$ cat src/rtl/seq_shift_add_mult_pkg.sv
// Shared definitions for the iterative shift-and-add multiplier.
package seq_shift_add_mult_pkg;

  // FSM state encoding
  localparam logic [0:0] ST_IDLE = 1'b0;
  localparam logic [0:0] ST_RUN  = 1'b1;

  // Ceiling log2, used to size the bit counter
  function automatic int unsigned clog2(input int unsigned n);
    int unsigned r;
    r = 0;
    while ((32'd1 << r) < n) begin
      r = r + 1;
    end
    return r;
  endfunction

endpackage

$ cat src/rtl/seq_shift_add_mult_shift_add_step.sv
// One iteration of shift-and-add: folds partial product bit i into the accumulator.
module shift_add_step
  import seq_shift_add_mult_pkg::*;
#(
  parameter int unsigned N = 8
) (
  input  logic [2*N-1:0]        acc_i,
  input  logic [2*N-1:0]        a_ext_i,
  input  logic [clog2(N)-1:0]   bit_idx_i,
  input  logic                  b_bit_i,
  input  logic                  signed_i,
  input  logic                  last_i,
  output logic [2*N-1:0]        acc_o
);

  localparam int unsigned W = 2 * N;

  logic [W-1:0] term;

  // Shifted multiplicand; in signed mode the top multiplier bit has negative weight
  always_comb begin
    term  = a_ext_i << bit_idx_i;
    acc_o = acc_i;
    if (b_bit_i) begin
      if (signed_i && last_i) begin
        acc_o = acc_i - term;
      end else begin
        acc_o = acc_i + term;
      end
    end
  end

endmodule

$ cat src/rtl/seq_shift_add_mult.sv
// Iterative N-bit multiplier: one multiplier bit per clock, start/ready/done handshake.
module seq_shift_add_mult
  import seq_shift_add_mult_pkg::*;
#(
  parameter int unsigned N              = 8,
  parameter int unsigned SIGNED_SUPPORT = 1
) (
  input  logic           clk,
  input  logic           stop,
  input  logic           start,
  input  logic           signed_mode,
  input  logic [N-1:0]   A,
  input  logic [N-1:0]   B,
  output logic           ready,
  output logic           done,
  output logic [2*N-1:0] AQ
);

  localparam int unsigned W  = 2 * N;
  localparam int unsigned CW = clog2(N);

  logic [0:0]    state_q, state_d;
  logic          ready_q, ready_d;
  logic          done_q,  done_d;
  logic [W-1:0]  aq_q,    aq_d;
  logic [W-1:0]  acc_q,   acc_d;
  logic [CW-1:0] cnt_q,   cnt_d;
  logic [W-1:0]  a_ext_q, a_ext_d;
  logic [N-1:0]  b_q,     b_d;
  logic          mode_q,  mode_d;

  logic [W-1:0]  acc_step;
  logic          last_bit;
  logic          mode_in;

  assign last_bit = (cnt_q == CW'(N - 1));
  assign mode_in  = signed_mode & (SIGNED_SUPPORT != 0);

  shift_add_step #(.N(N)) u_step (
    .acc_i     (acc_q),
    .a_ext_i   (a_ext_q),
    .bit_idx_i (cnt_q),
    .b_bit_i   (b_q[cnt_q]),
    .signed_i  (mode_q),
    .last_i    (last_bit),
    .acc_o     (acc_step)
  );

  // State and datapath registers; stop is a synchronous reset with priority
  always_ff @(posedge clk) begin
    if (stop) begin
      state_q <= ST_IDLE;
      ready_q <= 1'b1;
      done_q  <= 1'b0;
      aq_q    <= '0;
      acc_q   <= '0;
      cnt_q   <= '0;
      a_ext_q <= '0;
      b_q     <= '0;
      mode_q  <= 1'b0;
    end else begin
      state_q <= state_d;
      ready_q <= ready_d;
      done_q  <= done_d;
      aq_q    <= aq_d;
      acc_q   <= acc_d;
      cnt_q   <= cnt_d;
      a_ext_q <= a_ext_d;
      b_q     <= b_d;
      mode_q  <= mode_d;
    end
  end

  // Next-state logic: capture on start, iterate one bit per cycle, publish on last bit
  always_comb begin
    state_d = state_q;
    ready_d = ready_q;
    done_d  = 1'b0;
    aq_d    = aq_q;
    acc_d   = acc_q;
    cnt_d   = cnt_q;
    a_ext_d = a_ext_q;
    b_d     = b_q;
    mode_d  = mode_q;

    case (state_q)
      ST_IDLE: begin
        if (start) begin
          state_d = ST_RUN;
          ready_d = 1'b0;
          acc_d   = '0;
          cnt_d   = '0;
          b_d     = B;
          mode_d  = mode_in;
          a_ext_d = mode_in ? {{N{A[N-1]}}, A} : {{N{1'b0}}, A};
        end
      end
      ST_RUN: begin
        acc_d = acc_step;
        if (last_bit) begin
          state_d = ST_IDLE;
          ready_d = 1'b1;
          done_d  = 1'b1;
          aq_d    = acc_step;
        end else begin
          cnt_d = cnt_q + CW'(1);
        end
      end
      default: begin
        state_d = ST_IDLE;
        ready_d = 1'b1;
      end
    endcase
  end

  assign ready = ready_q;
  assign done  = done_q;
  assign AQ    = aq_q;

endmodule

$ cat config.mk
export PLATFORM = sky130hd
export DESIGN_NAME = seq_shift_add_mult
export DESIGN_NICKNAME = d
export VERILOG_FILES = /design/src/rtl/seq_shift_add_mult_pkg.sv /design/src/rtl/seq_shift_add_mult_shift_add_step.sv /design/src/rtl/seq_shift_add_mult.sv
export SDC_FILE = /design/constraint.sdc
export NUM_CORES = 1
export LEC_CHECK = 0
export ABC_AREA = 1
export BUFFER_PORTS_ARGS = -buffer_cell sky130_fd_sc_hd__buf_2
export CORE_UTILIZATION = 36
export CTS_BUF_LIST = sky130_fd_sc_hd__clkbuf_4
export DETAILED_ROUTE_END_ITERATION = 7
export MAX_ROUTING_LAYER = met4
export PLACE_DENSITY = 0.5
export SYNTH_ARGS = -nofsm -noshare
export SYNTH_HDL_FRONTEND = slang
export SYNTH_SLANG_ARGS = --single-unit
$ cat constraint.sdc
create_clock -name clk -period 4.2 [get_ports clk]
set_input_delay 0 -clock clk [delete_from_list [all_inputs] [get_ports clk]]
set_output_delay 0 -clock clk [all_outputs]
set_load 0.1 [all_outputs]
==> metrics.md <==
| Metric | Value |
|---|---|
| CTS sink count | 56 |
| Yosys warns | 0 |
| Vert. Die Dim | between 100 and 150 um |
| TritonCTS Buffers | 5 |
| Fin util | 42.4% |
| Most frequent cells in the layout | 147 x nand2_1, 54 x dfxtp_1, 50 x nor2_1 |
| Starting Density | between 30% and 40% |
| Synth Instances | 541 |
| Drt pass-1 iters | 5 |
| Min setup slack post-route | about 0.51 ns |
| Synth Register Bits | 56 |
| Max cap viols | 0 |
| Final period util | between 80% and 90% |
| Total power | around 0.0013 W |
| Number of fill cells in the layout | 1095 |
| Fmax | ~270 MHz |
| IO buf count | 37 |
| Worst setup EP type | flip-flop |
| # rows | 36 |
| Final GP Congestion | 0.917 |
| RSZ-0062 raised after global routing | no |
| Largest net degree at the start of global routing | 28 |
| Final nets | roughly 630 |
| Synthesized Nets | 580 |
| Ports | 38 |
| Outcome | completed |
| Total die area | about 0.010 mm^2 |
| Max IR drop VDD | roughly 0.00014 V |
| Number of hold violations in the final report | 0 |
| Most common cell after layout, fill and taps aside | nand2_1 |
| CTS tree | done |
| Lkg Pwr | between 1.5 and 2 nW |
| First-pass GRT wire length | approximately 15 mm |
| Syn_area_per_cell | 6.63 um^2 |
| Post-CTS setup buffers | 0 |
| Via density | just under 5 |
| Setup tns final | 0 ns |
| Crit Path Max Fanout | 16 |
| Setup Viol. Count Final | 0 |
| DRC | 0 |
| DPL Wire Length | between 7 and 8 mm |
| Worst-margin pin slew | 0.728 ns |
| Number of H-tree levels | 2 |
| Layout area overhead | 15.1% |
| Min-delay src | stop |
| Vias | about 3.5k |
| Grt ovf | 0 |
| Post-synth EDFFs | 0 |
| Initial DRC Count | ~90 |
| Final wirelength | between 8 and 9 mm |
| Hold Crit Class | in -> reg |
| Mapped cell area | between 0.003 and 0.004 mm^2 |
| Routed Antenna Nets | 0 |
| Place WS | between 0.2 and 0.3 ns |
| Hold path depth | 2 |
| Synth cell types | 39 |
| Slew Limit Fails | 0 |
| CORE AREA | around 0.01 mm^2 |
| Synth async-reset ratio | 0% |
| Crit start category | flip-flop |
| Clock latency on the worst-skew pair | ~0.37 ns |
| Clock Pin Slew Worst Setup and Hold Paths | about 0.18 ns |
| Ys flop type | dfxtp_1 |
| Tmin final | 3.69 ns |
| WL per Instance | 12.1 um |
| Data required, critical path | approximately 4.5 ns |
| Antenna Cells | 0 |
| Initial antenna violation count | 0 |
| CTS Buffer Depth | 2 |
| Critical Path AT | 4.00 ns |
| Chip width | slightly above 100 um |
| Pwr Density | around 310 mW/mm^2 |
| Vias in the first global route | about 3.2k |
| Fraction of layout cells with a size suffix above 1 | roughly 15% |
| GRT Util Overall | between 10% and 20% |
| Worst r2r src | cnt_q[0] |
| Worst slew margin | 51.3% |
| WS Path Type | reg -> reg |
| Register area share after synthesis | 31.3% |
| Reg2Reg Depth | 22 |
| Clock root buffer | clkbuf_4 |
| Worst setup startpoint | cnt_q[0] |
| Max Clock Skew | between 0.01 and 0.015 ns |
[cell usage after synthesis (all sizes together) (9+ instances only)]
cell | count | area, um^2
xor2 | 14 | 123
inv | 43 | 161
nor2 | 53 | 211
dfxtp | 56 | 1120
nand2 | 157 | 614
o21ai | 54 | 274
or2 | 15 | 93.9
a21oi | 39 | 199
ha | 18 | 225
clkbuf | 11 | 41.3
nand3 | 47 | 265
buf | 9 | 53.8
[logic make-up (layout without fill, tap and decap cells)]
logic type / Yosys count / count (layout) / share of synthesized area [%]
AO/OA/AOI/OAI: 107 / 107 / 16.3
AND/OR/NAND/NOR: 276 / 276 / 33.6
XOR/XNOR: 19 / 19 / 4.64
buffers and inverters: 64 / 113 / 7.26
adder cells (fa/ha/maj): 19 / 19 / 6.84
flip-flops: 56 / 56 / 31.3
[per-layer routing]
layer	GRT usage (%)	vias up	wire length [um]	share of wire [%]
met5	-	-	0	0
met4	4.46	0	80	0.91
met3	2.55	6	197	2.2
met2	33.1	51	4400	50
met1	21.7	1566	4080	47
li1	-	1859	-	-
[sequential cells by signal, indices dropped and copies added (netlist names)]
| register | count |
|---|---|
| AQ | 16 |
| acc_q | 16 |
| a_ext_q | 9 |
| b_q | 8 |
| cnt_q | 3 |
| done | 1 |
| mode_q | 1 |
| ready | 1 |
| state_q | 1 |
[critical path: stages (launching register included)]
cell     delay [ns]
dfxtp_2        0.53
inv_2          0.19
nand2_2        0.10
nor2_1         0.05
nand2_1        0.13
ha_1           0.16
inv_1          0.06
nor2_1         0.11
nand3_1        0.12
o31ai_2        0.29
nand2_1        0.12
xnor2_1        0.14
inv_1          0.05
ha_1           0.31
inv_1          0.08
nor3_1         0.27
nand3_1        0.14
nand2_1        0.08
nand2_1        0.05
nand3_1        0.08
o21ai_0        0.13
or2_2          0.30
a21oi_1        0.12
[final cells by class]
type	instances	area (um^2)	area share, %
multi-input combinational	421	2200	53.4
sequential	56	1120	27.2
timing repair buffer	61	410	9.94
tap	133	166	4.03
inverter	44	165	4.00
clock buffer	6	45.0	1.09
clock inverter	2	13.8	0.333
[per-stage QoR]
stage               instance area, um^2  hold slack [ns]  std cells
global placement                   3890            0.250        697
floorplan                          3580            0.145        541
global route                       4130           0.0463        723
CTS                                4130           0.0543        723
detailed placement                 3890            0.262        697
finish                             4130           0.0593        723
[final timing paths]
kind               endpoint  slack (ns)
hold reg to reg      AQ[12]        0.46
setup reg to reg  acc_q[14]        0.51
hold / removal      state_q        0.06
setup / recovery  acc_q[14]        0.51
[power by group]
part	internal, W	switching, W	leakage [nW]
sequential	0.000555	0.0000259	0.457
combinational	0.000178	0.000283	1.45
clock	0.0000742	0.000183	0.0360
total	0.000808	0.000492	1.94
[repair_timing]
action | 4_1_cts | 5_1_grt
endpoints found under the setup margin | 0 | 3
hold endpoints to repair | 19 | 0
hold buffers | 18 | 0
resized for setup | 0 | 2
Power figures use the tool's default switching activity.
